==> src/rtl/chan_scan_mux.sv <==
// Registered N-channel data selector with manual select and round-robin scan.
// Scan mode holds each enabled channel for DWELL cycles before moving on.
module chan_scan_mux #(
    parameter  int WIDTH    = 12,
    parameter  int CHANNELS = 4,
    parameter  int DWELL    = 1000,
    localparam int SW       = $clog2(CHANNELS)
) (
    input  logic                      clk,
    input  logic                      rst,
    input  logic [CHANNELS*WIDTH-1:0] data_in,
    input  logic [SW-1:0]             sel,
    input  logic                      mode,
    input  logic [CHANNELS-1:0]       chan_en,
    output logic [WIDTH-1:0]          data_out,
    output logic [SW-1:0]             chan_out,
    output logic                      valid,
    output logic                      switched
);

    localparam int DW = (DWELL > 1) ? $clog2(DWELL) : 1;
    localparam logic [DW-1:0] DWELL_LAST = DW'(DWELL - 1);

    typedef enum logic {
        MANUAL = 1'b0,
        SCAN   = 1'b1
    } mode_t;

    logic [WIDTH-1:0] chans [CHANNELS];
    logic [SW-1:0]    cur_ch;
    logic [SW-1:0]    nxt_ch;
    logic [SW-1:0]    scan_ch;
    logic [SW-1:0]    probe_ch;
    logic [DW-1:0]    dwell_cnt;
    logic             dwell_done;
    mode_t            op_mode;

    assign op_mode    = mode_t'(mode);
    assign dwell_done = (dwell_cnt == DWELL_LAST);

    always_comb begin
        for (int i = 0; i < CHANNELS; i++) begin
            chans[i] = data_in[i*WIDTH +: WIDTH];
        end
    end

    // Walk offsets from farthest to nearest so the nearest enabled channel
    // after cur_ch wins; offset CHANNELS is cur_ch itself, the last resort.
    always_comb begin
        scan_ch  = cur_ch;
        probe_ch = '0;
        for (int k = CHANNELS; k >= 1; k--) begin
            probe_ch = SW'((int'(cur_ch) + k) % CHANNELS);
            if (chan_en[probe_ch]) begin
                scan_ch = probe_ch;
            end
        end
    end

    always_comb begin
        nxt_ch = cur_ch;
        case (op_mode)
            MANUAL: begin
                if (int'(sel) < CHANNELS) begin
                    nxt_ch = sel;
                end
            end
            SCAN: begin
                if (dwell_done) begin
                    nxt_ch = scan_ch;
                end
            end
            default: nxt_ch = cur_ch;
        endcase
    end

    always_ff @(posedge clk) begin
        if (rst) begin
            cur_ch    <= '0;
            dwell_cnt <= '0;
            data_out  <= '0;
            chan_out  <= '0;
            valid     <= 1'b0;
            switched  <= 1'b0;
        end else begin
            cur_ch   <= nxt_ch;
            chan_out <= nxt_ch;
            data_out <= chans[nxt_ch];
            valid    <= chan_en[nxt_ch];
            switched <= (nxt_ch != cur_ch);
            // Manual mode parks the counter at 0 so a later scan gets a full dwell.
            if (op_mode == MANUAL || dwell_done) begin
                dwell_cnt <= '0;
            end else begin
                dwell_cnt <= dwell_cnt + 1'b1;
            end
        end
    end

endmodule
==> config.mk <==
export PLATFORM = sky130hd
export DESIGN_NAME = chan_scan_mux
export DESIGN_NICKNAME = d
export VERILOG_FILES = /design/src/rtl/chan_scan_mux.sv
export SDC_FILE = /design/constraint.sdc
export NUM_CORES = 1
export LEC_CHECK = 0
export ABC_CLOCK_PERIOD_IN_PS = 2670
export CAP_MARGIN = 20
export CORE_MARGIN = 1.5
export CORE_UTILIZATION = 44
export DETAILED_ROUTE_END_ITERATION = 8
export PLACE_DENSITY_LB_ADDON = 0.25
export SLEW_MARGIN = 10
export SYNTH_ARGS = -nofsm -noshare
export SYNTH_HDL_FRONTEND = slang
export SYNTH_SLANG_ARGS = --single-unit
==> constraint.sdc <==
create_clock -name clk -period 2.67 [get_ports clk]
set_input_delay 0.4005 -clock clk [delete_from_list [all_inputs] [get_ports clk]]
set_output_delay 0.4005 -clock clk [all_outputs]
set_load 0.1 [all_outputs]
==> run metrics, run 1 <==
Skew-Pair Late Insertion Delay=280 ps; n_diodes=0; Resized Gates After CTS=0; WP buf/inv=0; Stages on worst setup path=6; routed vias/inst=roughly 5.9; Pint=825 µW; clock-pin slew on the worst setup and hold paths=110 ps; Final Core Density=0.674; CP delay by family, top=compound AO/OA/AOI/OAI gates; share of cells above drive strength 1=0.270; vias=1,940; Clock Tree Buf Depth=2; switching power share of the total=0.388; row cnt=23; DR pass1 iterations=5; min Tclk post-route=roughly 2400 ps; crit path DAT=2610 ps; Tot GR Track Use=0.224; total I/O pin count=73; core area=roughly 4000 µm²; Post-synth EDFFs=0; area of the mapped netlist=1850 µm²; Routed WL per cell=15.8 µm; Worst Setup SP=cur_ch[1]; GRT overflow=0; syn nets=approximately 260; endpoints failing setup=0; dpl hpwl=around 3800 µm; crit end category=flop; clock skew=8.82 ps; Final GP Congestion=0.915; Finished Cell Area=2720 µm²; Cells after Synth=206; cells along the critical path=nand3b_1, a31oi_2, a31oi_1, o22ai_2, a221oi_1, a21oi_1; final net count=340; Critical R2R Launch=cur_ch[1]; Leak Pwr=0.000981 µW; DRC viols=0; Root Buffer Master=clkbuf_8; initial core utilization=0.460; Switch Pwr=approximately 520 µW; WS Path Type=reg -> reg; status=finished, final reports clean; DIE HEIGHT=67.9 µm; global-route wire length before repair=7850 µm; # hold bufs at CTS=0; distinct cell type count after synthesis=45; relative slew slack=0.409; number of synthesized register bits=26; Crit Path Max Fanout=13; FF-to-FF End=data_out[8]; CP peak stage delay=just over 700 ps; count of port buffers added during placement=around 70; Setup Buffers After CTS=0; Reg2Reg Depth=6; CTS buffer count=3; initial antenna violation count=0; setup TNS=0 ps; CP max-delay cell=o22ai_2; Area growth syn-to-layout=46.6%; Synth Flop Type=dfxtp_1; pins over their slew limit=0; vias in the first global route=1,625; Max Clk Rate=418 MHz; commonest non-fill, non-tap cell in the layout=clkdlybuf4s50_1; RSZ-0062 raised after global routing=false; CTS tree=yes; Clk pwr share=0.255; CP Data Required Time=2890 ps; Worst Setup Start Kind=flop; Comb power frac=0.422; reg-to-reg slack, setup=280 ps; Final Cycle Share=0.895; maximum vdd drop=0.306 mV; end of the critical path=data_out[8]; Reg power frac=0.323; antenna viol nets, final=0; clock sink total=26; Die W=around 68 µm; First DRT Iteration DRCs=170; pwr dens=about 500 nW/µm²; YS warnings=0; H-tree levels=1; Final Hold Vio Count=0; Post-DP Area=2640 µm²; worst hold-check path type=reg -> reg; largest net degree at the start of global routing=28; Total Die Area=4610 µm²; Mapped Avg Cell Area=8.99 µm²; Routed WL=around 5200 µm; Hold Slack=roughly 470 ps; ys async rst share=0; max-cap viol count=0; Slew @ Worst Pin=887 ps; sequential share of the synthesized area=0.281; most frequent cells in the layout=clkdlybuf4s50_1, buf_4, dfxtp_1, a22oi_1, nand2_1
area by class of cell:
cell class / instances / area (µm²)
clock buffer: 3 / 41.3
clock inverter: 1 / 30.0
fill: 347 / 1310
inverter: 3 / 11.3
multi-input combinational: 162 / 1250
sequential: 26 / 520
tap: 50 / 62.6
timing repair buffer: 86 / 798
cells in the mapped netlist, types with 2 or more instances:
master | count | share of area
o22ai_1 | 2 | 0.0068
a21oi_2 | 10 | 0.047
inv_1 | 3 | 0.0061
nand2b_1 | 2 | 0.0068
nor4_4 | 2 | 0.023
a22oi_1 | 24 | 0.097
mux2_2 | 12 | 0.073
nor2_1 | 14 | 0.028
a221oi_2 | 10 | 0.081
xnor2_1 | 4 | 0.019
clkbuf_1 | 7 | 0.014
buf_2 | 7 | 0.019
a21o_1 | 2 | 0.0081
and3_1 | 14 | 0.047
nand2_1 | 15 | 0.030
xor2_1 | 4 | 0.019
a31oi_1 | 3 | 0.010
nor2b_1 | 3 | 0.010
a21oi_1 | 6 | 0.016
dfxtp_1 | 26 | 0.28
nor3_1 | 7 | 0.019
nand3_1 | 5 | 0.014
a221oi_1 | 2 | 0.0095
power by group through the flow:
stage	Combinational [µW]	Clock (µW)	Sequential, µW
2_1_floorplan	158	0	667
3_3_place_gp	561	0	445
3_5_place_dp	567	0	443
4_1_cts	569	345	436
5_1_grt	594	358	439
6_report	569	343	436
state kept, by name, summed over array words and instances (netlist names):
signal,flops
data_out,12
dwell_cnt,10
cur_ch,2
switched,1
valid,1
kinds of logic after synthesis:
group                    after synthesis  share of synthesized area
adder cells (fa/ha/maj)                1                    0.00676
multiplexers                          13                     0.0784
flip-flops                            26                      0.281
buffers and inverters                 18                     0.0500
AO/OA/AOI/OAI                         72                      0.338
AND/OR/NAND/NOR                       68                      0.208
XOR/XNOR                               8                     0.0378
routing by layer:
layer | up-vias | share of wire | global-route usage
li1 | 952 | - | -
met1 | 906 | 0.45 | 0.310
met2 | 78 | 0.49 | 0.366
met3 | 4 | 0.057 | 0.0329
met4 | 0 | 0.0082 | 0.0575
met5 | - | 0 | 0
how the worst min path moves through the flow:
stage	start	to	slack, ps	depth (start not counted)
2_1_floorplan	dwell_cnt[0]	dwell_cnt[0]	430	1
3_3_place_gp	dwell_cnt[0]	dwell_cnt[0]	450	1
4_1_cts	dwell_cnt[0]	dwell_cnt[0]	480	1
3_5_place_dp	dwell_cnt[0]	dwell_cnt[0]	450	1
6_report	dwell_cnt[0]	dwell_cnt[0]	470	1
5_1_grt	dwell_cnt[0]	dwell_cnt[0]	510	1
metrics by stage:
step | total power (µW) | worst slack (ps) | cells
after detailed placement | 1010 | -6.14 | 327
final | 1350 | 279 | 331
after CTS | 1350 | 294 | 331
after global placement | 1010 | 68.3 | 327
after global routing | 1390 | 63.0 | 331
after floorplan | 824 | 29.7 | 206
No activity file was read; power rests on OpenSTA's default activity.
==> run 2, diff against run 1 <==
Settings changed: ABC_CLOCK_PERIOD_IN_PS 2670 to 2790, CORE_UTILIZATION 44 to 45, REMOVE_ABC_BUFFERS set to 1.
Clock period 2.67 ns to 2.79 ns, I/O delays scaled along.
==> run metrics, run 2 (same netlist as run 1, synthesis figures left out) <==
status=finished, final reports clean; vias=1,968; relative slew slack=0.397; Total Die Area=4510 µm²; maximum vdd drop=0.309 mV; initial antenna violation count=0; worst hold-check path type=reg -> reg; n_diodes=0; final std cells w/o fill=327; total I/O pin count=73; pins over their slew limit=0; Routed WL per cell=16.8 µm; placed insts=323; GRT overflow=0; Worst Setup Start Kind=flop; final net count=336; Slew @ Worst Pin=901 ps; core area=3970 µm²; max-cap viol count=0; CP Data Required Time=2960 ps; global-route wire length before repair=approximately 9000 µm; initial core utilization=0.466; H-tree levels=1; commonest non-fill, non-tap cell in the layout=clkdlybuf4s50_1; Layout fillers=roughly 330; Multi-input gate area=approximately 1300 µm²; Area growth syn-to-layout=45.0%; clock skew=8.88 ps; number of flip-flops in the largest register=12; CTS tree=yes; DRC viols=0; pwr dens=479 nW/µm²; dpl hpwl=between 4000 and 5000 µm; register area=520 µm²; endpoints failing setup=0; Setup Buffers After CTS=0; setup TNS=0 ps; Die W=67.2 µm; # hold bufs at CTS=0; min Tclk post-route=2350 ps; routed vias/inst=6.02; DIE HEIGHT=67.2 µm; vias in the first global route=1,933; Max Clk Rate=425 MHz; CTS buffer count=3; antenna viol nets, final=0; count of port buffers added during placement=between 70 and 80; total power draw=1290 µW; crit end category=flop; crit path DAT=2520 ps; cells along the critical path=ha_1, nand2_1, o41ai_1, o22ai_2, buf_4, a221oi_1, a21oi_1; CP max-delay cell=o41ai_1; Final Hold Vio Count=0; Resized Gates After CTS=0; Tot GR Track Use=0.260; worst slack, placed=287 ps; Top reg by flops=data_out; row cnt=23; clock sink total=26; Crit Path Max Fanout=13; Clock Tree Buf Depth=2; CP peak stage delay=around 700 ps; WS Path Type=reg -> reg; largest net degree at the start of global routing=28; share of cells above drive strength 1=0.260; Skew-Pair Late Insertion Delay=280 ps; reg-to-reg slack, setup=440 ps; biggest regs=data_out (12), dwell_cnt (10), cur_ch (2); Leak Pwr=0.000962 µW; Final Core Density=0.676; fin worst setup slack=between 400 and 500 ps; Final Cycle Share=0.843; clock-pin slew on the worst setup and hold paths=about 100 ps; Routed WL=between 5000 and 6000 µm; Final GP Congestion=roughly 1; RSZ-0062 raised after global routing=false; most frequent cells in the layout=clkdlybuf4s50_1, dfxtp_1, buf_4, a22oi_1, nand2_1; First DRT Iteration DRCs=133; DR pass1 iterations=4; Root Buffer Master=clkbuf_8
-- run 2: per-layer routing --
| metal | share of wire | up-vias | GRT usage | routed length [µm] |
|---|---|---|---|---|
| met4 | 0.020 | 0 | 0.0995 | 112 |
| li1 | - | 938 | - | - |
| met1 | 0.43 | 938 | 0.351 | 2350 |
| met3 | 0.059 | 12 | 0.0350 | 323 |
| met5 | 0 | - | 0 | 0 |
| met2 | 0.49 | 80 | 0.420 | 2710 |
-- run 2: worst max-delay path: cells and delay by family, from the launching register on --
kind / cells / cell delay (ps)
flops: 1 / 400
buf+inv: 1 / 230
fa+ha+maj: 1 / 230
simple gates: 1 / 140
compound gates: 4 / 1240
-- run 2: final timing paths --
| kind | end | cells after the start | start |
|---|---|---|---|
| worst max-delay path | data_out[9] | 7 | dwell_cnt[0] |
| worst min-delay path | dwell_cnt[0] | 1 | dwell_cnt[0] |
| worst max register to register | data_out[9] | 7 | dwell_cnt[0] |
| worst min register to register | dwell_cnt[0] | 1 | dwell_cnt[0] |
-- run 2: layout make-up --
class | count | area share
Multi-Input combinational cell | 162 | 0.466
Timing Repair Buffer | 82 | 0.286
Sequential cell | 26 | 0.194
Tap cell | 50 | 0.0233
Clock buffer | 3 | 0.0154
Clock inverter | 1 | 0.0112
Inverter | 3 | 0.00419
-- run 2: stage by stage --
stage	cell area [µm²]	hold WS, ps
floorplan	1770	430
global route	2690	521
CTS	2690	492
finish	2690	486
detailed placement	2610	468
global placement	2610	446
-- run 2: report_power, final --
part	switching (µW)	total (µW)	internal (µW)
registers	15.5	418	402
logic	354	546	192
clock network	131	323	192
total	501	1290	787
